==> config.mk <==
export PLATFORM = sky130hd
export DESIGN_NAME = down_count_timer
export DESIGN_NICKNAME = d
export VERILOG_FILES = /design/src/rtl/counters_pkg.sv /design/src/rtl/down_count_core.sv /design/src/rtl/down_count_timer.sv
export SDC_FILE = /design/constraint.sdc
export NUM_CORES = 1
export LEC_CHECK = 0
export ABC_CLOCK_PERIOD_IN_PS = 2500
export BUFFER_PORTS_ARGS = -buffer_cell sky130_fd_sc_hd__buf_4
export CAP_MARGIN = 20
export CORE_MARGIN = 1
export CORE_UTILIZATION = 52
export CTS_CLUSTER_SIZE = 12
export DETAILED_ROUTE_END_ITERATION = 12
export GPL_TIMING_DRIVEN = 0
export PLACE_DENSITY = 0.74
export SLEW_MARGIN = 40
export SYNTH_ARGS = -nofsm -noshare
export SYNTH_HDL_FRONTEND = slang
export SYNTH_SLANG_ARGS = --single-unit
export TNS_END_PERCENT = 1
==> constraint.sdc <==
create_clock -name clk -period 2.5 [get_ports clk]
set_clock_uncertainty 0.15 [all_clocks]
set_input_delay 0.5 -clock clk [delete_from_list [all_inputs] [get_ports clk]]
set_output_delay 0.5 -clock clk [all_outputs]
set_load 0.01 [all_outputs]
==> src/rtl/counters_pkg.sv <==
// Shared types and constants for the sequential-counters library.
// Imported by the up/down counter blocks.
package counters_pkg;

  localparam int ST_W          = 2;
  localparam int DEFAULT_WIDTH = 4;

  typedef enum logic [ST_W-1:0] {
    IDLE = 2'd0,
    RUN  = 2'd1,
    DONE = 2'd2
  } state_e;

endpackage

==> src/rtl/down_count_core.sv <==
// Datapath for the down-count timer: current count plus the reload register,
// with load / reload / decrement / hold controls and zero/one detection.
module down_count_core
  import counters_pkg::*;
#(
  parameter int WIDTH = DEFAULT_WIDTH
) (
  input  logic             clk,
  input  logic             rst,
  input  logic             load,
  input  logic [WIDTH-1:0] load_val,
  input  logic             reload,
  input  logic             dec,
  output logic [WIDTH-1:0] count,
  output logic             is_one,
  output logic             is_zero,
  output logic             reload_zero
);

  localparam logic [WIDTH-1:0] ZERO = {WIDTH{1'b0}};
  localparam logic [WIDTH-1:0] ONE  = {{(WIDTH-1){1'b0}}, 1'b1};

  logic [WIDTH-1:0] count_r;
  logic [WIDTH-1:0] reload_r;

  // Count and reload register update; load wins over reload, reload over decrement.
  always_ff @(posedge clk) begin
    if (rst) begin
      count_r  <= ZERO;
      reload_r <= ZERO;
    end else if (load) begin
      count_r  <= load_val;
      reload_r <= load_val;
    end else if (reload) begin
      count_r  <= reload_r;
    end else if (dec) begin
      count_r  <= count_r - ONE;
    end else begin
      count_r  <= count_r;
    end
  end

  assign count       = count_r;
  assign is_one      = (count_r == ONE);
  assign is_zero     = (count_r == ZERO);
  assign reload_zero = (reload_r == ZERO);

endmodule

==> src/rtl/down_count_timer.sv <==
// Loadable down-counter / interval timer with one-shot and periodic modes,
// pause/resume, and a one-cycle terminal-count pulse.
module down_count_timer
  import counters_pkg::*;
#(
  parameter int WIDTH = DEFAULT_WIDTH
) (
  input  logic             clk,
  input  logic             rst,
  input  logic             load,
  input  logic [WIDTH-1:0] load_val,
  input  logic             start,
  input  logic             stop,
  input  logic             enable,
  input  logic             auto_reload,
  output logic [WIDTH-1:0] count,
  output logic             busy,
  output logic             tc,
  output logic             done
);

  state_e state_r;
  state_e next_state_s;
  logic   tc_r;
  logic   tc_next_s;
  logic   reload_s;
  logic   dec_s;
  logic   is_one_s;
  logic   is_zero_s;
  logic   reload_zero_s;

  down_count_core #(.WIDTH(WIDTH)) u_core (
    .clk         (clk),
    .rst         (rst),
    .load        (load),
    .load_val    (load_val),
    .reload      (reload_s),
    .dec         (dec_s),
    .count       (count),
    .is_one      (is_one_s),
    .is_zero     (is_zero_s),
    .reload_zero (reload_zero_s)
  );

  // State and terminal-count pulse registers.
  always_ff @(posedge clk) begin
    if (rst) begin
      state_r <= IDLE;
      tc_r    <= 1'b0;
    end else begin
      state_r <= next_state_s;
      tc_r    <= tc_next_s;
    end
  end

  // Next-state and datapath control; load beats stop, stop beats start.
  always_comb begin
    next_state_s = state_r;
    tc_next_s    = 1'b0;
    reload_s     = 1'b0;
    dec_s        = 1'b0;
    if (load) begin
      next_state_s = IDLE;
    end else begin
      case (state_r)
        IDLE: begin
          if (!stop && start) begin
            if (is_zero_s) begin
              next_state_s = DONE;
              tc_next_s    = 1'b1;
            end else begin
              next_state_s = RUN;
            end
          end else begin
            next_state_s = IDLE;
          end
        end
        RUN: begin
          if (stop) begin
            next_state_s = IDLE;
          end else if (!enable) begin
            next_state_s = RUN;
          end else if (is_zero_s) begin
            // Unreachable in normal use; treated as terminal rather than wrapping.
            next_state_s = DONE;
            tc_next_s    = 1'b1;
          end else if (is_one_s) begin
            tc_next_s = 1'b1;
            if (auto_reload) begin
              reload_s     = 1'b1;
              next_state_s = RUN;
            end else begin
              dec_s        = 1'b1;
              next_state_s = DONE;
            end
          end else begin
            dec_s = 1'b1;
          end
        end
        DONE: begin
          if (!stop && start) begin
            if (reload_zero_s) begin
              tc_next_s    = 1'b1;
              next_state_s = DONE;
            end else begin
              reload_s     = 1'b1;
              next_state_s = RUN;
            end
          end else begin
            next_state_s = DONE;
          end
        end
        default: begin
          next_state_s = IDLE;
        end
      endcase
    end
  end

  assign busy = (state_r == RUN);
  assign done = (state_r == DONE);
  assign tc   = tc_r;

endmodule

## After elaboration in Yosys (flattened, before gate mapping)

Index checks and enable logic that the tools add are counted.

| storage, ports and cells | value |
|---|---|
| bits of input ports | 11 |
| flip-flop bits (word level) | 11 |

| cells by class | value |
|---|---|
| add/subtract/negate cells | 1 |
| reductions and logical operators | 7 |
| muxes and demuxes | 38 |
| eq/ne operators | 4 |

Operators with widths:

| operator | number |
|---|---|
| 1-bit two-way mux | 23 |
| 2-bit two-way mux | 9 |
| 4-bit two-way mux | 3 |
| 4-bit zero test | 2 |
| 2-bit case mux with 3 select lines | 1 |
| 5-bit by 3-bit != test with 1-bit output (second input constant) | 1 |
| 4-bit by 1-bit == test with 1-bit output (second input constant) | 1 |
| 4-bit by 1-bit subtractor with 4-bit output (second input constant) | 1 |
| 1-bit case mux with 3 select lines | 1 |
| 3-bit nonzero test | 1 |
| 2-bit by 1-bit == test with 1-bit output (second input constant) | 1 |
| 2-bit == test (second input constant) | 1 |
| 2-bit zero test | 1 |
| 1-bit case mux with 2 select lines | 1 |
| 2-bit OR reduction | 1 |
| 1-bit logical AND | 1 |
| 1-bit zero test | 1 |

## Longest topological paths before layout

| depth | value |
|---|---|
| depth in word-level cells | 10 |
| depth in mapped cells | 7 |

## Cells and area by module

Synthesis repeated with hierarchy kept, for this count alone.

| second synthesis, totals | value |
|---|---|
| cell total of the unflattened synthesis | 95 |
| area total of the unflattened synthesis | 768.2 um^2 |

Modules (own cells, without submodules):

| module | cells an instance | area each (um^2) | instances |
|---|---|---|---|
| down_count_core | 55 | 446.7 | 1 |
| down_count_timer | 40 | 321.6 | 1 |

## Worst setup path before layout

OpenSTA, ideal clock, no wires.

| timing path | value |
|---|---|
| path kind | register to register |
| from | reg u_core.count_r[0], in the netlist u_core.count[0] |
| to | reg u_core.count_r[0], in the netlist u_core.count[0] |
| clock period less this slack | 2.020 ns |
| buffers on the path | 0 |
| setup slack | 0.480 ns |
| arrival time | 1.784 ns |
| stages on the path, launching flop included | 8 |
| path through | dfxtp_1 -> inv_1 -> ha_1 -> or3b_2 -> a31oi_1 -> o21a_4 -> a31oi_1 -> a221oi_2 |

| on the way | value |
|---|---|
| longest elaborated chain between the ends | 9 |
| elaborated cells between the ends (all ways) | 19 |
| classes of those cells | 1 x add/sub; 1 x eq/ne; 15 x mux; 2 x reduce/logical |

RTL lines:

| element | line | text |
|---|---|---|
| start: declaration | down_count_core.sv:23 | `logic [WIDTH-1:0] count_r;` |
| start signal: assignment | down_count_core.sv:32 | `count_r <= load_val;` |
| start signal: assignment | down_count_core.sv:35 | `count_r <= reload_r;` |
| start signal: assignment | down_count_core.sv:37 | `count_r <= count_r - ONE;` |
| 4-bit by 1-bit == test with 1-bit output | down_count_core.sv:44 | `assign is_one = (count_r == ONE);` |
| 1-bit two-way mux | down_count_timer.sv:87 | `end else if (is_one_s) begin` |
| 1-bit two-way mux | down_count_timer.sv:83 | `end else if (is_zero_s) begin` |
| 1-bit two-way mux | down_count_timer.sv:81 | `end else if (!enable) begin` |
| 1-bit two-way mux | down_count_timer.sv:79 | `if (stop) begin` |
| 1-bit case mux with 2 select lines | down_count_timer.sv:65 | `case (state_r)` |
| 1-bit two-way mux | down_count_timer.sv:62 | `if (load) begin` |
| 4-bit two-way mux | down_count_core.sv:34 | `end else if (reload) begin` |
| 4-bit two-way mux | down_count_core.sv:31 | `end else if (load) begin` |

Several ways; a longest one is shown, not always the timed one. The select of a mux whose other input is x is not followed.
A chain may end at the register's enable or synchronous reset.

## Worst setup path after layout

Ends and elaborated chain as after synthesis.

==> impl_metrics.prom <==
# TYPE chip_impl_metric gauge
chip_impl_metric{name="synth_seq_area_share",unit="%"} 27.12
chip_impl_info{name="clockRootBuffer",value="clkbuf_4"} 1
chip_impl_metric{name="worst-r2r-cell-count",unit=""} 7
chip_impl_metric{name="first_global_vias",unit=""} 655
chip_impl_metric{name="fmax",unit="MHz"} 458.3
chip_impl_metric{name="post_synth_xor_xnor_area",unit="%"} 2.157
chip_impl_metric{name="layout.cells.non_filler",unit=""} 124
chip_impl_metric{name="clkSinkCount",unit=""} 11
chip_impl_metric{name="register_clock_pin_slew_on_the_reported_worst_setup_and_hold_paths",unit="ns"} 0.08
chip_impl_info{name="worstPathCellList",value="inv_1 -> ha_1 -> or3b_2 -> a31oi_1 -> o21a_4 -> a31oi_1 -> a221oi_2"} 1
chip_impl_info{name="rsz0062_at_grt",value="false"} 1
chip_impl_info{name="critPathTopFamily",value="compound AO/OA/AOI/OAI gates"} 1
chip_impl_metric{name="timing.setup.tns",unit="ns"} 0
chip_impl_metric{name="final-max-slew-violation-count",unit=""} 0
chip_impl_metric{name="synth.distinct_cells",unit=""} 37
chip_impl_metric{name="detail_route.wirelength",unit="mm"} 1.742
chip_impl_metric{name="required",unit="ns"} 2.53
chip_impl_metric{name="row_count",unit=""} 13
chip_impl_info{name="critical_path_class",value="flip-flop to flip-flop"} 1
chip_impl_metric{name="post_synthesis_instance_total",unit=""} 88
chip_impl_metric{name="synth_simple_gate_area_share",unit="%"} 19.41
chip_impl_metric{name="grt_antenna_before_repair",unit=""} 0
chip_impl_metric{name="top_level_ports",unit=""} 18
chip_impl_metric{name="period_share",unit="%"} 87.28
chip_impl_metric{name="postCtsHoldBufs",unit=""} 0
chip_impl_metric{name="floorplan.die.width",unit="µm"} 41.52
chip_impl_info{name="most_frequent_standard_cell_in_the_layout_excluding_fill_and_tap_cells",value="buf_4"} 1
chip_impl_metric{name="dp.final_hpwl",unit="mm"} 1.391
chip_impl_metric{name="timing.critical_path.depth",unit=""} 7
chip_impl_metric{name="path_buf_inv",unit=""} 1
chip_impl_info{name="critical_path.startpoint_type",value="flip-flop"} 1
chip_impl_metric{name="synth.net_count",unit=""} 106
chip_impl_info{name="layout.cells.most_common_list",value="buf_4, dfxtp_1, nor2_1"} 1
chip_impl_metric{name="cts_buffers",unit=""} 3
chip_impl_metric{name="die_area",unit="mm²"} 0.001724
chip_impl_metric{name="1st_pass_router_iterations",unit=""} 4
chip_impl_metric{name="cts_htree_levels",unit=""} 1
chip_impl_metric{name="floorplan.core_area",unit="mm²"} 0.001383
chip_impl_metric{name="critical-path-max-stage-delay",unit="ns"} 0.51
chip_impl_metric{name="total_leakage_power",unit="nW"} 0.4436
chip_impl_metric{name="cts_resized",unit=""} 0
chip_impl_metric{name="synth-compound-area-share",unit="%"} 31.43
chip_impl_metric{name="placed_cells_incl_taps",unit=""} 120
chip_impl_metric{name="power.share.switching",unit="%"} 30.57
chip_impl_metric{name="wire_per_inst",unit="µm"} 14.05
chip_impl_metric{name="relSlewSlack",unit="%"} 63.70
chip_impl_metric{name="clock_network_fraction_of_design_power",unit="%"} 28.1
chip_impl_metric{name="synthMuxAreaShare",unit="%"} 4.931
chip_impl_info{name="cts_tree",value="yes"} 1
chip_impl_info{name="cp_slowest_cell",value="or3b_2"} 1
chip_impl_metric{name="nFillCells",unit=""} 118
chip_impl_metric{name="die_span_y",unit="µm"} 41.52
chip_impl_info{name="synth_top_family_by_area",value="compound AO/OA/AOI/OAI gates"} 1
chip_impl_metric{name="cap_violations",unit=""} 0
chip_impl_metric{name="cts_buffer_depth",unit=""} 2
chip_impl_metric{name="final_wtd_congestion",unit=""} 0.7991
chip_impl_metric{name="report.final.hold_viol_count",unit=""} 0
chip_impl_metric{name="syn_area_per_cell",unit="µm²"} 9.228
chip_impl_metric{name="final_net_count",unit=""} 128
chip_impl_metric{name="post-route-drc-count",unit=""} 0
chip_impl_metric{name="highest_fanout_seen_on_the_critical_path",unit=""} 6
chip_impl_metric{name="fin_ws",unit="ns"} 0.3181
chip_impl_metric{name="grt_max_degree",unit=""} 11
chip_impl_metric{name="numPortBuffers",unit=""} 17
chip_impl_metric{name="vias_per_cell",unit=""} 5.895
chip_impl_metric{name="vias_post_dr",unit=""} 731
chip_impl_metric{name="worst_skew_pair.late_latency",unit="ns"} 0.27
chip_impl_metric{name="grt_pass1_wl",unit="mm"} 2.904
chip_impl_metric{name="holdPathStages",unit=""} 2
chip_impl_metric{name="synth_area",unit="µm²"} 812.0
chip_impl_info{name="crit_top_cell",value="a31oi_1"} 1
chip_impl_metric{name="power.share.sequential",unit="%"} 44.3
chip_impl_metric{name="layout.core_utilization",unit="%"} 71.22
chip_impl_metric{name="detail-route-antenna-nets",unit=""} 0
chip_impl_metric{name="vdd_drop_max",unit="V"} 0.0003688
chip_impl_metric{name="finalWorstPathRequiredPeriod",unit="ns"} 2.182
chip_impl_metric{name="antenna_cells_inserted",unit=""} 0
chip_impl_metric{name="yosys.area_share.adder",unit="%"} 10.79
chip_impl_metric{name="p_per_area",unit="mW/mm²"} 450.4
chip_impl_metric{name="setup_violations",unit=""} 0
chip_impl_info{name="outcome",value="completed"} 1
chip_impl_metric{name="first_iter_violations",unit=""} 21
chip_impl_metric{name="cts_setup_buffers",unit=""} 0
chip_impl_metric{name="post_route_cells_drive_above_1_share",unit="%"} 29.36
chip_impl_info{name="holdCritPathClass",value="primary input to flip-flop"} 1
chip_impl_metric{name="netSwitchingPower",unit="mW"} 0.1356
chip_impl_metric{name="synthToLayoutAreaGrowth",unit="%"} 21.26
chip_impl_metric{name="groute.usage.overall",unit="%"} 20.90
chip_impl_metric{name="power.share.combinational",unit="%"} 27.6
chip_impl_metric{name="detailedPlace.worstSlack",unit="ns"} 0.3517
chip_impl_info{name="worstSetupEndpointType",value="flip-flop"} 1
chip_impl_metric{name="intPower",unit="mW"} 0.3079
chip_impl_metric{name="yosys_warnings",unit=""} 0
chip_impl_metric{name="tightest_slew",unit="ns"} 0.5445
chip_impl_metric{name="gr-total-overflow",unit=""} 0
chip_impl_metric{name="synth.ff_latch_count",unit=""} 11
chip_impl_metric{name="initial_utilization",unit="%"} 58.73
chip_impl_metric{name="critPathArrivalTime",unit="ns"} 2.21
## layer usage
layer	global-route usage, %	vias to the layer above	share of wire (%)
met5	0	-	0
met1	30.13	331	51
met2	30.63	18	44
li1	-	380	-
met3	4.348	2	4.0
met4	7.097	0	0.57
## synthesized netlist by cell type
master     number  area, µm²
a31oi_1         4      25.02
nand4bb_1       1      11.26
o211a_1         1      10.01
a211oi_2        2      25.02
o21ai_1         1      5.000
inv_1           6      22.52
nand3_1         1      5.000
and3b_1         1      8.760
a2111oi_0       1      8.760
o21ai_4         1      16.27
and3_4          1      11.26
a221oi_2        2      30.03
nand3b_1        1      7.510
dfxtp_1        11      220.2
o21ai_0         2      10.01
clkbuf_1        1      3.750
o21a_4          1      15.01
and2_0          1      6.260
a21oi_1         3      15.01
xor2_1          2      17.52
and2b_4         1      10.01
or4_4           1      11.26
or2_1           1      6.260
nor3_1          4      20.02
and3_1          1      6.260
a32o_1          1      10.01
nor3b_1         1      7.510
a21o_1          2      15.01
mux2i_1         4      40.04
a22oi_1         6      45.04
buf_1           1      3.750
ha_1            7      87.58
a211o_1         1      8.760
or3b_2          1      8.760
a32oi_2         1      16.27
nor2_1         10      37.54
inv_2           1      3.750
## path summary, 6_finish.rpt
path,slack (ns),end,startpoint
hold reg to reg,0.38,u_core.reload_r[2]$_SDFFE_PP0P_,u_core.reload_r[2]$_SDFFE_PP0P_
hold / removal,0.26,tc$_SDFF_PP0_,rst
setup / recovery,0.32,u_core.count[0]$_SDFFE_PP0P_,u_core.count[0]$_SDFFE_PP0P_
setup reg to reg,0.32,u_core.count[0]$_SDFFE_PP0P_,u_core.count[0]$_SDFFE_PP0P_
## flip-flops by register name, summed over array words and instances (netlist names)
name,count
u_core.count,4
u_core.reload_r,4
state_r,2
tc,1
## kinds of logic (layout without fill, tap and decap cells)
family / count (synthesis) / count (layout)
xor gates and xnor gates: 2 / 2
muxes: 4 / 4
buffers and inverters: 9 / 30
and+or+nand+nor: 26 / 26
DFF: 11 / 11
adders and majority gates: 7 / 7
AOI/OAI and AO/OA: 29 / 29
## final cells by class
cell class	count	area, µm²	area share [%]
Multi-Input combinational cell	68	558.0	56.67
Sequential cell	11	220.2	22.36
Timing Repair Buffer	17	127.6	12.96
Clock buffer	4	26.28	2.668
Inverter	7	26.28	2.668
Tap cell	15	18.77	1.906
Buffer	2	7.507	0.7624
## power by group through the flow
| stage | registers (mW) | logic [mW] | clock network [mW] |
|---|---|---|---|
| after CTS | 0.197 | 0.121 | 0.125 |
| final | 0.196 | 0.123 | 0.124 |
| after detailed placement | 0.201 | 0.120 | 0 |
| after global placement | 0.200 | 0.118 | 0 |
| after global routing | 0.199 | 0.133 | 0.135 |
| after floorplan | 0.201 | 0.0786 | 0 |
## stage by stage
stage	area [µm²]	hold slack (ns)	total power, mW
CTS	984.7	0.2610	0.4428
detailed placement	958.4	0.3642	0.3210
global placement	958.4	0.3540	0.3175
finish	984.7	0.2566	0.4435
global route	984.7	0.2632	0.4671
floorplan	812.0	0.3350	0.2797
No activity file was read; power rests on OpenSTA's default activity.
